### config.mk
export PLATFORM = sky130hd
export DESIGN_NAME = hazard_control_unit
export DESIGN_NICKNAME = d
export VERILOG_FILES = /design/src/rtl/common.sv /design/src/rtl/hazard_match.sv /design/src/rtl/hazard_control_unit.sv
export SDC_FILE = /design/constraint.sdc
export NUM_CORES = 1
export LEC_CHECK = 0
export CORE_MARGIN = 2
export CORE_UTILIZATION = 30
export DETAILED_ROUTE_END_ITERATION = 7
export RECOVER_POWER = 50
export SLEW_MARGIN = 30
export SYNTH_ARGS = -nofsm -noshare
export SYNTH_HDL_FRONTEND = slang
export SYNTH_HIERARCHICAL = 1
export SYNTH_SLANG_ARGS = --single-unit
### constraint.sdc
create_clock -name i_clk -period 3.5 [get_ports i_clk]
set_clock_uncertainty 0.15 [all_clocks]
set_input_delay 0.7 -clock i_clk [delete_from_list [all_inputs] [get_ports i_clk]]
set_output_delay 0.7 -clock i_clk [all_outputs]
set_load 0.02 [all_outputs]
### src/rtl/common.sv
// -----------------------------------------------------------------------------
// common: shared types for the five-stage RISC-V core.
//   forward_type   - execute-stage operand source select
//   hazard_state_t - hazard controller FSM states
//   forward_sel()  - operand select from the EX/MEM hazard matches
// -----------------------------------------------------------------------------
package common;

    typedef enum logic [1:0] {
        FORWARD_NONE     = 2'd0,
        FORWARD_FROM_MEM = 2'd1,
        FORWARD_FROM_WB  = 2'd2
    } forward_type;

    typedef enum logic [1:0] {
        RUN        = 2'd0,
        LOAD_STALL = 2'd1,
        FLUSH      = 2'd2
    } hazard_state_t;

    // An EX match wins over a MEM match. A load in EX cannot be forwarded yet;
    // that case is covered by the load-use bubble.
    function automatic forward_type forward_sel(input logic ex_match,
                                                input logic mem_match,
                                                input logic ex_ld);
        if (ex_match) begin
            return ex_ld ? FORWARD_NONE : FORWARD_FROM_MEM;
        end else if (mem_match) begin
            return FORWARD_FROM_WB;
        end
        return FORWARD_NONE;
    endfunction

endpackage

### src/rtl/hazard_match.sv
// -----------------------------------------------------------------------------
// hazard_match: compares one source register against one pipeline stage.
//   i_rs         - source register index
//   i_rs_used    - the instruction reads i_rs
//   i_stage_rd   - destination register of the stage
//   i_stage_wr   - the stage writes i_stage_rd
//   o_match      - hazard on this source/stage pair (never on x0)
// -----------------------------------------------------------------------------
module hazard_match #(
    parameter int unsigned REG_ID_W = 5
) (
    input  logic [REG_ID_W-1:0] i_rs,
    input  logic                i_rs_used,
    input  logic [REG_ID_W-1:0] i_stage_rd,
    input  logic                i_stage_wr,
    output logic                o_match
);

    assign o_match = i_rs_used && i_stage_wr && (i_stage_rd == i_rs) && (i_rs != '0);

endmodule

### src/rtl/hazard_control_unit.sv
// -----------------------------------------------------------------------------
// hazard_control_unit: pipeline hazard controller for the five-stage core.
// Tracks the destination registers in EX and MEM, drives the registered
// forward selects, inserts the load-use bubble and flushes on taken branches.
//   i_clk, i_reset_n            - clock, async active-low reset
//   i_id_*                      - ID-stage instruction description
//   i_ex_pc_src                 - taken branch/jump resolved in EX
//   i_freeze                    - global pipeline hold
//   o_forward_rs1/o_forward_rs2 - execute-stage operand selects (registered)
//   o_stall_if/o_stall_id       - hold PC+IF/ID, hold ID
//   o_ex_bubble/o_flush_id      - NOP into ID/EX, clear IF/ID
//   o_stall_count/o_flush_count - saturating event counters
// -----------------------------------------------------------------------------
module hazard_control_unit
    import common::*;
#(
    parameter int unsigned REG_ID_W = 5,
    parameter int unsigned CNT_W    = 16
) (
    input  logic                i_clk,
    input  logic                i_reset_n,
    input  logic                i_id_valid,
    input  logic [REG_ID_W-1:0] i_id_rs1,
    input  logic [REG_ID_W-1:0] i_id_rs2,
    input  logic                i_id_uses_rs1,
    input  logic                i_id_uses_rs2,
    input  logic [REG_ID_W-1:0] i_id_rd,
    input  logic                i_id_reg_write,
    input  logic                i_id_mem_read,
    input  logic                i_ex_pc_src,
    input  logic                i_freeze,
    output forward_type         o_forward_rs1,
    output forward_type         o_forward_rs2,
    output logic                o_stall_if,
    output logic                o_stall_id,
    output logic                o_ex_bubble,
    output logic                o_flush_id,
    output logic [CNT_W-1:0]    o_stall_count,
    output logic [CNT_W-1:0]    o_flush_count
);

    hazard_state_t       r_state, w_state_next;
    logic [REG_ID_W-1:0] r_ex_rd, r_mem_rd;
    logic                r_ex_wr, r_ex_ld, r_mem_wr;
    forward_type         r_fwd_rs1, r_fwd_rs2;
    forward_type         w_fwd_rs1, w_fwd_rs2;
    logic [CNT_W-1:0]    r_stall_cnt, r_flush_cnt;

    logic w_rs1_ex, w_rs1_mem, w_rs2_ex, w_rs2_mem;
    logic w_load_use;
    logic w_stall, w_bubble, w_flush;
    logic w_stall_evt, w_flush_evt;

    hazard_match #(.REG_ID_W(REG_ID_W)) u_match_rs1_ex (
        .i_rs       (i_id_rs1),
        .i_rs_used  (i_id_uses_rs1),
        .i_stage_rd (r_ex_rd),
        .i_stage_wr (r_ex_wr),
        .o_match    (w_rs1_ex)
    );

    hazard_match #(.REG_ID_W(REG_ID_W)) u_match_rs1_mem (
        .i_rs       (i_id_rs1),
        .i_rs_used  (i_id_uses_rs1),
        .i_stage_rd (r_mem_rd),
        .i_stage_wr (r_mem_wr),
        .o_match    (w_rs1_mem)
    );

    hazard_match #(.REG_ID_W(REG_ID_W)) u_match_rs2_ex (
        .i_rs       (i_id_rs2),
        .i_rs_used  (i_id_uses_rs2),
        .i_stage_rd (r_ex_rd),
        .i_stage_wr (r_ex_wr),
        .o_match    (w_rs2_ex)
    );

    hazard_match #(.REG_ID_W(REG_ID_W)) u_match_rs2_mem (
        .i_rs       (i_id_rs2),
        .i_rs_used  (i_id_uses_rs2),
        .i_stage_rd (r_mem_rd),
        .i_stage_wr (r_mem_wr),
        .o_match    (w_rs2_mem)
    );

    assign w_load_use = i_id_valid && (w_rs1_ex || w_rs2_ex) && r_ex_ld;

    always_comb begin
        w_fwd_rs1 = FORWARD_NONE;
        w_fwd_rs2 = FORWARD_NONE;
        if (i_id_valid) begin
            w_fwd_rs1 = forward_sel(w_rs1_ex, w_rs1_mem, r_ex_ld);
            w_fwd_rs2 = forward_sel(w_rs2_ex, w_rs2_mem, r_ex_ld);
        end
    end

    // Next state and control outputs. Freeze overrides everything and the
    // branch wins over load-use, since the ID instruction is being squashed.
    always_comb begin
        w_state_next = r_state;
        w_stall      = 1'b0;
        w_bubble     = 1'b0;
        w_flush      = 1'b0;
        w_stall_evt  = 1'b0;
        w_flush_evt  = 1'b0;
        if (i_freeze) begin
            w_stall = 1'b1;
        end else begin
            case (r_state)
                RUN: begin
                    if (i_ex_pc_src) begin
                        w_state_next = FLUSH;
                        w_flush_evt  = 1'b1;
                    end else if (w_load_use) begin
                        w_state_next = LOAD_STALL;
                        w_stall      = 1'b1;
                        w_bubble     = 1'b1;
                        w_stall_evt  = 1'b1;
                    end
                end
                LOAD_STALL: w_state_next = RUN;
                FLUSH: begin
                    w_flush      = 1'b1;
                    w_bubble     = 1'b1;
                    w_state_next = RUN;
                end
                default: w_state_next = RUN;
            endcase
        end
    end

    always_ff @(posedge i_clk or negedge i_reset_n) begin
        if (!i_reset_n) begin
            r_state   <= RUN;
            r_ex_rd   <= '0;
            r_ex_wr   <= 1'b0;
            r_ex_ld   <= 1'b0;
            r_mem_rd  <= '0;
            r_mem_wr  <= 1'b0;
            r_fwd_rs1 <= FORWARD_NONE;
            r_fwd_rs2 <= FORWARD_NONE;
        end else if (!i_freeze) begin
            r_state  <= w_state_next;
            r_mem_rd <= r_ex_rd;
            r_mem_wr <= r_ex_wr;
            if (w_bubble) begin
                r_ex_rd   <= '0;
                r_ex_wr   <= 1'b0;
                r_ex_ld   <= 1'b0;
                r_fwd_rs1 <= FORWARD_NONE;
                r_fwd_rs2 <= FORWARD_NONE;
            end else begin
                r_ex_rd   <= i_id_rd;
                r_ex_wr   <= i_id_valid && i_id_reg_write;
                r_ex_ld   <= i_id_valid && i_id_mem_read;
                r_fwd_rs1 <= w_fwd_rs1;
                r_fwd_rs2 <= w_fwd_rs2;
            end
        end
    end

    // Event counters saturate at all-ones. Events are already gated by freeze.
    always_ff @(posedge i_clk or negedge i_reset_n) begin
        if (!i_reset_n) begin
            r_stall_cnt <= '0;
            r_flush_cnt <= '0;
        end else begin
            if (w_stall_evt && (r_stall_cnt != '1)) begin
                r_stall_cnt <= r_stall_cnt + 1'b1;
            end
            if (w_flush_evt && (r_flush_cnt != '1)) begin
                r_flush_cnt <= r_flush_cnt + 1'b1;
            end
        end
    end

    assign o_forward_rs1 = r_fwd_rs1;
    assign o_forward_rs2 = r_fwd_rs2;
    assign o_stall_if    = w_stall;
    assign o_stall_id    = w_stall;
    assign o_ex_bubble   = w_bubble;
    assign o_flush_id    = w_flush;
    assign o_stall_count = r_stall_cnt;
    assign o_flush_count = r_flush_cnt;

endmodule

==> out/results.tsv, run 1 <==
metric	value	unit
outcome	complete, no violations	
grt_usage	0.138	
drv_cap	0	
holdPathEnd	o_flush_count[7]	
fin_util	0.422	
synthDistinctLibCells	47	
placed_area	3590	µm²
dr.first_iter.drc_count	81	
tightestPinTransition	1.13	ns
drc_errors	0	
hold_viol	0	
syn_nets	274	
min_path_type	reg2reg	
synth_edf_count	0	
clock_sinks	51	
wire_per_inst	15.3	µm
worstPathMaxFanout	3	
avgSynthCellArea	11.1	µm²
r2r-end	o_stall_count[5]	
nets	356	
cp-start-kind	primary input	
grt_max_degree	22	
antenna_left	0	
yosysSeqAreaShare	0.463	
area_growth	34.9	%
diodes	0	
routed_wl	6.70	mm
synth_async_sr_flop_share	1.00	
start_util	0.313	
tns	0	ns
grt_pass1_wl	10.9	mm
via_per_inst	5.21	
grt_pass1_vias	2159	
powerDensity	369	nW/µm²
dp_hpwl	5.01	mm
final_max_slew_viol_count	0	
fin_ws	0.0976	ns
post-route-min-period	3.40	ns
postSynthCellCount	248	
fp.dieW	99.9	µm
setup_viol	0	
cts-root-buf	clkbuf_8	
reg2reg_from	r_ex_rd[1]	
fmax	294	MHz
final_layout_size_suffix_gt1_frac	0.169	
synth_warnings	6	
max_slew_margin	0.247	
worstPathArrival	2.55	ns
crit_slowest_cell	clkdlybuf4s50_1	
die_h	99.9	µm
p_leak	1.59	nW
globalplace.congestion	0.891	
drtPass1Iterations	4	
vias	2287	
fillCellCount	879	
antenna_found_initial	0	
core	8810	µm²
cts_tree	built	
fp-row-count	34	
worstHoldStart	o_flush_count[7]	
path_cells	clkdlybuf4s50_1 -> nor4_2 -> o21ai_0 -> nor3b_4 -> or2_2 -> a31o_2 -> and2b_1 -> clkbuf_2	
clk_pin_slew	0.09	ns
ys.flop_type	dfrtp_1	
cts_buffer_depth	2	
layout_commonest_cell	dfrtp_1	
rsz0062_at_grt	no	
peakVddDrop	285	µV
hold_depth	1	
port_buffers	63	
cts_buffers	5	
post-route-cell-area	3720	µm²
synth-seq-cells	51	
required	2.65	ns
period_share	0.972	
htree_levels	2	
reg2reg_slack	0.77	ns
ctsHoldBuffers	0	
slowest_delay	0.48	ns
dp_slack	-0.420	ns
io_pins	64	
criticalPathCategory	in2out	
die_area	9970	µm²
grt.overflow.total	0	
mostFrequentLayoutCells	dfrtp_1, clkdlybuf4s50_1, xnor2_1, buf_4, nand4_1	
clock_latency	0.30	ns
r2r_cells	9	
endpoint_kind	primary output	
syn_area	2760	µm²
cell type report:
class | count | area (µm²) | area share
Clock buffer | 7 | 76.3 | 0.0205
Clock inverter | 1 | 5.00 | 0.00135
Inverter | 10 | 37.5 | 0.0101
Multi-Input combinational cell | 181 | 1450 | 0.390
Sequential cell | 51 | 1280 | 0.343
Tap cell | 108 | 135 | 0.0364
Timing Repair Buffer | 81 | 736 | 0.198
critical path, delay by kind of cell:
kind,cells,cell delay (ns)
AO/OA/AOI/OAI,2,0.37
buffers and inverters,2,0.63
AND/OR/NAND/NOR,4,0.85
state kept, by name, summed over array words and instances, names as in the netlist:
signal	flops
r_state	2
r_mem_wr	1
o_forward_rs2	2
o_flush_count	16
r_ex_rd	5
r_ex_wr	1
o_forward_rs1	2
r_mem_rd	5
o_stall_count	16
r_ex_ld	1
logic make-up (layout without fill, tap and decap cells):
family,after synthesis,count (layout),synth area share
AND/OR/NAND/NOR,86,86,0.207
flip-flops,51,51,0.463
AO/OA/AOI/OAI,42,42,0.123
XOR/XNOR,41,41,0.130
buffers and inverters,16,99,0.0263
multiplexers,10,10,0.0409
adder cells (fa/ha/maj),2,2,0.00908
power by group:
group | leakage, nW | total, mW | internal (mW) | switching (mW)
logic | 0.864 | 0.323 | 0.168 | 0.155
registers | 0.685 | 0.721 | 0.640 | 0.0807
clock network | 0.0422 | 0.327 | 0.141 | 0.186
total | 1.59 | 1.37 | 0.949 | 0.422
through the flow:
step | hold WS, ns | total power, mW | std cells
6_report | 0.343 | 1.37 | 439
5_1_grt | 0.369 | 1.45 | 439
4_1_cts | 0.200 | 1.39 | 435
3_5_place_dp | 0.334 | 1.05 | 427
3_3_place_gp | 0.336 | 1.05 | 427
2_1_floorplan | 0.254 | 0.890 | 248
metal layers:
metal | vias up | part of all wire | global-route usage
met4 | 0 | 0.023 | 0.0506
met1 | 1133 | 0.46 | 0.184
met2 | 51 | 0.49 | 0.221
met3 | 13 | 0.034 | 0.0286
li1 | 1090 | - | -
met5 | - | 0 | 0
how the worst max path moves through the flow:
stage                     slack [ns]  depth (start not counted)         from     endpoint
after floorplan                 0.19                          6  i_id_rs1[1]   o_stall_if
after global placement         -0.41                          8  i_id_rs1[1]   o_stall_if
after detailed placement       -0.42                          8  i_id_rs1[1]   o_stall_id
after CTS                       0.02                          8  i_id_rs2[0]  o_ex_bubble
after global routing            0.03                          8  i_id_rs1[0]  o_ex_bubble
final                            0.1                          8  i_id_rs1[0]  o_ex_bubble
timing repair:
| item | in CTS | in global routing |
|---|---|---|
| resized for setup | 11 | 9 |
| buffers inserted | 0 | 4 |
| endpoints found under the setup margin | 3 | 3 |
| hold endpoints to repair | 0 | 0 |
| pin swaps | 3 | 4 |
cells in the mapped netlist, types with 2 or more instances:
cell type | instances | area [µm²]
mux2_2 | 7 | 78.8
xor2_1 | 13 | 114
nor3_2 | 3 | 30.0
nand3_1 | 12 | 60.1
and3_1 | 5 | 31.3
mux2_1 | 3 | 33.8
o211ai_1 | 2 | 15.0
nand2b_1 | 3 | 18.8
nor4_1 | 7 | 43.8
or4_4 | 2 | 22.5
o21ai_0 | 7 | 35.0
ha_1 | 2 | 25.0
o2111ai_1 | 5 | 43.8
nor3b_2 | 4 | 50.1
a22o_1 | 9 | 78.8
a32o_1 | 2 | 20.0
and2_1 | 5 | 31.3
a21o_1 | 2 | 15.0
inv_1 | 10 | 37.5
a211oi_2 | 5 | 62.6
dfrtp_1 | 51 | 1280
xnor2_1 | 28 | 245
nand2_1 | 11 | 41.3
clkbuf_1 | 2 | 7.51
nor2_1 | 6 | 22.5
a21oi_1 | 5 | 25.0
and4_1 | 4 | 35.0
nand4_1 | 14 | 87.6
(Power assumes the default switching activity.)
==> run 2, diff against run 1 <==
--- a/config.mk
+++ b/config.mk
@@ -5,8 +5,8 @@
 export SDC_FILE = /design/constraint.sdc
 export NUM_CORES = 1
 export LEC_CHECK = 0
-export CORE_MARGIN = 2
 export CORE_UTILIZATION = 30
+export CTS_BUF_LIST = sky130_fd_sc_hd__clkbuf_4 sky130_fd_sc_hd__clkbuf_8 sky130_fd_sc_hd__clkbuf_16
 export DETAILED_ROUTE_END_ITERATION = 7
 export RECOVER_POWER = 50
 export SLEW_MARGIN = 30
==> run 2 against run 1 <==
- the flow now finishes with violations (DRC)
- register-to-register slack worse by 0.02 ns
- fmax barely moved
- critical path depth up 1
- worst setup slack is essentially flat
- sequential share of layout area is 0.28 points lower
- sequential power is essentially flat
- global-route usage up 0.51 points
- clock-buffer cell count decreased by 1
- flip-flop and latch count is the same
- non-clock buffer count down 1
- clock power increased by 31%
- cell count is 0.23% lower
- largest cell class unchanged
- highest routed layer unchanged
==> out/results.tsv, run 2 (synthesis gave the netlist of run 1 again) <==
metric	value	unit
diodes	0	
drtPass1Iterations	6	
hold_viol	0	
cts-root-buf	clkbuf_8	
endpoint_kind	primary output	
die_h	97.9	µm
required	2.65	ns
min_path_type	reg2reg	
globalplace.congestion	0.897	
fmax	294	MHz
via_per_inst	5.11	
dp_hpwl	4.87	mm
antenna_left	0	
drv_cap	0	
setup_viol	0	
antenna_found_initial	0	
wire_per_inst	14.8	µm
placed_area	3590	µm²
post-route-min-period	3.40	ns
cp-start-kind	primary input	
fp.dieW	97.9	µm
core	8810	µm²
fp-row-count	34	
criticalPathCategory	in2out	
final_layout_size_suffix_gt1_frac	0.182	
critPathLaunch	i_id_rs2[4]	
grt_pass1_vias	2279	
io_pins	64	
htree_levels	2	
nets	355	
r2r-end	o_stall_count[1]	
r2r_cells	8	
grt_pass1_wl	11.0	mm
period_share	0.972	
drc_errors	4	
grt_usage	0.143	
final_max_slew_viol_count	0	
cp-endpoint	o_ex_bubble	
cts_tree	built	
mostFrequentLayoutCells	dfrtp_1, clkdlybuf4s50_1, xnor2_1, buf_4, nand4_1	
grt_max_degree	30	
die_area	9580	µm²
cts_buffer_depth	2	
start_util	0.313	
tightestPinTransition	1.29	ns
p_total	1.47	mW
max_slew_margin	0.141	
cts_buffers	5	
layout_commonest_cell	dfrtp_1	
rsz0062_at_grt	no	
clk_pin_slew	0.10	ns
reg2reg_from	r_ex_rd[1]	
failed_checks	DRC	
clock_sinks	51	
vias	2236	
outcome	finished, violations left	
area_growth	36.1	%
ctsHoldBuffers	0	
port_buffers	63	
clock_latency	0.30	ns
p_leak	1.64	nW
dr.first_iter.drc_count	52	
post-route-cell-area	3750	µm²
grt.overflow.total	0	
powerDensity	391	nW/µm²
reg2reg_slack	0.75	ns
peakVddDrop	407	µV
worstPathArrival	2.55	ns
routed_wl	6.49	mm
worstPathMaxFanout	3	
-- run 2: report_power, final --
group / switching (mW) / internal [mW] / total (mW) / leakage (nW)
combinational: 0.153 / 0.165 / 0.319 / 0.895
sequential: 0.0782 / 0.641 / 0.719 / 0.684
clock: 0.196 / 0.232 / 0.428 / 0.0612
-- run 2: worst max-delay path, stage by stage --
cell and delay (ns):
clkdlybuf4s50_1 0.48, inv_1 0.06, o2111ai_1 0.22, nor3b_2 0.09, buf_4 0.15, or2_2 0.28, a31o_2 0.25, and2b_1 0.17
buf_4 0.15
-- run 2: metal layers --
metal,part of all wire,wire length [µm],track usage
met5,0,0,0
met2,0.48,3090,0.237
met3,0.031,199,0.0243
met4,0.021,135,0.0524
met1,0.47,3070,0.186
-- run 2: how the worst min path moves through the flow --
stage,cells after the start,start,end
after global placement,1,o_stall_count[5],o_stall_count[5]
after CTS,1,i_reset_n,o_stall_count[15]
after detailed placement,1,o_stall_count[5],o_stall_count[5]
final,1,o_stall_count[5],o_stall_count[5]
after global routing,1,o_flush_count[14],o_flush_count[14]
after floorplan,0,i_reset_n,o_flush_count[0]
-- run 2: cell type report --
class	count	area (µm²)
Sequential cell	51	1280
Clock buffer	6	82.6
Tap cell	108	135
Timing Repair Buffer	80	746
Fill cell	853	5050
Multi-Input combinational cell	181	1440
Clock inverter	2	35.0
Inverter	10	37.5
-- run 2: timing repair --
item	4_1_cts	5_1_grt
resized for setup	10	16
endpoints found under the hold margin	0	0
setup buffers	2	1
setup endpoints to repair	3	3
pin swaps	3	5
-- run 2: through the flow --
stage | setup WS [ns] | std cells | hold WS (ns) | util | setup TNS [ns]
after global placement | -0.414 | 427 | 0.330 | 0.407 | -1.09
after detailed placement | -0.460 | 427 | 0.332 | 0.407 | -1.20
after global routing | 0.0108 | 438 | 0.374 | 0.426 | 0
after CTS | 0.0154 | 437 | 0.218 | 0.423 | 0
after floorplan | 0.195 | 248 | 0.254 | - | 0
final | 0.0977 | 438 | 0.340 | 0.426 | 0
==> run 3, diff against run 2 <==
--- a/config.mk
+++ b/config.mk
@@ -5,9 +5,10 @@
 export SDC_FILE = /design/constraint.sdc
 export NUM_CORES = 1
 export LEC_CHECK = 0
-export CORE_UTILIZATION = 30
+export CORE_UTILIZATION = 40
 export CTS_BUF_LIST = sky130_fd_sc_hd__clkbuf_4 sky130_fd_sc_hd__clkbuf_8 sky130_fd_sc_hd__clkbuf_16
 export DETAILED_ROUTE_END_ITERATION = 7
+export PLACE_DENSITY = 0.66
 export RECOVER_POWER = 50
 export SLEW_MARGIN = 30
 export SYNTH_ARGS = -nofsm -noshare
==> run 3 against run 2 <==
- the flow now finishes without violations
- flip-flop and latch count unchanged
- utilization increased by 14 points
- register-to-register slack got worse by 0.03 ns
- non-clock buffer count unchanged
- design area decreased by 1.9%
==> out/results.tsv, run 3 (synthesis gave the netlist of run 1 again) <==
metric	value	unit
routed_wl	6.16	mm
top_usage_layer	met2	
dp_cells	398	
drv_cap	0	
powerDensity	398	nW/µm²
peakVddDrop	295	µV
min_path_type	in2async	
io_pins	64	
fmax	296	MHz
worstPathMaxFanout	3	
grt_use_met1	0.246	
use_met2	0.293	
r2r_cells	9	
post-route-min-period	3.37	ns
cts_buffer_depth	2	
diodes	0	
finalNonFillerCells	407	
via_per_inst	5.54	
clk_pin_slew	0.09	ns
vias	2256	
endpoint_kind	primary output	
cp.depth	8	
htree_levels	2	
outcome	complete, no violations	
die_area	7230	µm²
rsz0062_at_grt	no	
grt_max_degree	39	
tightestPinTransition	0.936	ns
p_leak	1.59	nW
clock_latency	0.31	ns
cts_tree	built	
area_growth	33.5	%
antenna_found_initial	0	
final_layout_size_suffix_gt1_frac	0.170	
critPathBufInv	3	
hold_viol	0	
final_max_slew_viol_count	0	
cts-root-buf	clkbuf_8	
tns	0	ns
mostFrequentLayoutCells	dfrtp_1, clkdlybuf4s50_1, xnor2_1, buf_4, nand4_1	
clock_sinks	51	
nets	355	
grtUsageMet3	0.0379	
cp-start-kind	primary input	
drtPass1Iterations	4	
globalplace.congestion	0.793	
worstPathArrival	2.52	ns
fp.dieW	85.0	µm
core	6490	µm²
max_slew_margin	0.376	
grt_pass1_vias	2184	
wire_per_inst	15.1	µm
required	2.65	ns
die_h	85.0	µm
drc_errors	0	
criticalPathCategory	in2out	
period_share	0.964	
antenna_left	0	
port_buffers	63	
grt.overflow.total	0	
crit_family	buffers and inverters	
setup_viol	0	
grt_usage	0.182	
crit_slowest_cell	clkdlybuf4s50_1	
start_util	0.424	
fp-row-count	29	
grt_pass1_wl	10.4	mm
path_cells	clkdlybuf4s50_1 -> xnor2_1 -> o2111ai_2 -> nor3b_2 -> nor2_1 -> o41ai_2 -> buf_4 -> buf_2	
dp_hpwl	4.70	mm
cts_buffers	5	
slowest_delay	0.50	ns
dr.first_iter.drc_count	82	
layout_commonest_cell	dfrtp_1	
[run 3: changes by cell type in the layout (fill, tap and decap cells not counted), sizes merged]
cell           previous run  this run
buf                      16        17
dlymetal6s2s              5         0
dlygate4sd2               0         1
clkdlybuf4s50            42        47
clkbuf                   11        10
clkdlybuf4s15             1         0
[run 3: where the power goes]
group          internal (mW)  leakage (nW)  switching [mW]
Combinational          0.167         0.846           0.152
Clock                  0.231        0.0612           0.195
Sequential             0.640         0.685          0.0804
Total                   1.04          1.59           0.427
[run 3: worst reg2reg max path, stage by stage, from the launching register on]
cell and delay [ns]:
dfrtp_1 0.48, xnor2_1 0.24, o2111ai_2 0.15, nor3b_2 0.31
nor2_1 0.11, buf_4 0.15, or4_4 0.53, buf_4 0.19
a211oi_2 0.22, xor2_1 0.17
[run 3: what timing repair did]
item	CTS	global route
buffers inserted	1	0
hold buffers	0	0
pin swaps	3	1
endpoints found under the setup margin	3	3
gates resized for setup	10	5
[run 3: metal layers]
layer | share of wire | wire length, µm
met4 | 0.014 | 89
met1 | 0.47 | 2870
met2 | 0.47 | 2900
met5 | 0 | 0
met3 | 0.050 | 306
[run 3: layout make-up]
type,count,area (µm²)
repair buffers,80,729
flip-flops and latches,51,1280
clock buffers,6,82.6
fillers,589,2810
inverters,10,37.5
clock inverters,2,35.0
multi-input cells,181,1420
well taps,77,96.3
[run 3: path summary, 6_finish.rpt]
kind | slack, ns | start | to
setup / recovery | 0.13 | i_id_rs2[1] | o_stall_id
hold / removal | 0.27 | i_reset_n | o_flush_count[8]
setup reg to reg | 0.72 | r_ex_rd[1] | o_stall_count[2]
hold reg to reg | 0.34 | o_stall_count[5] | o_stall_count[5]
max in group asynchronous | 1.55 | i_reset_n | r_ex_rd[3]
min in group i_clk | 0.34 | o_stall_count[5] | o_stall_count[5]
[run 3: stage by stage]
stage | hold slack [ns] | util | setup WS, ns | total power [mW] | instance area, µm²
4_1_cts | 0.123 | 0.569 | 0.00687 | 1.49 | 3700
3_5_place_dp | 0.326 | 0.549 | -0.346 | 1.06 | 3560
2_1_floorplan | 0.254 | - | 0.195 | 0.890 | 2760
6_report | 0.273 | 0.567 | 0.126 | 1.47 | 3680
3_3_place_gp | 0.325 | 0.549 | -0.317 | 1.05 | 3560
5_1_grt | 0.326 | 0.567 | 0.0239 | 1.55 | 3680
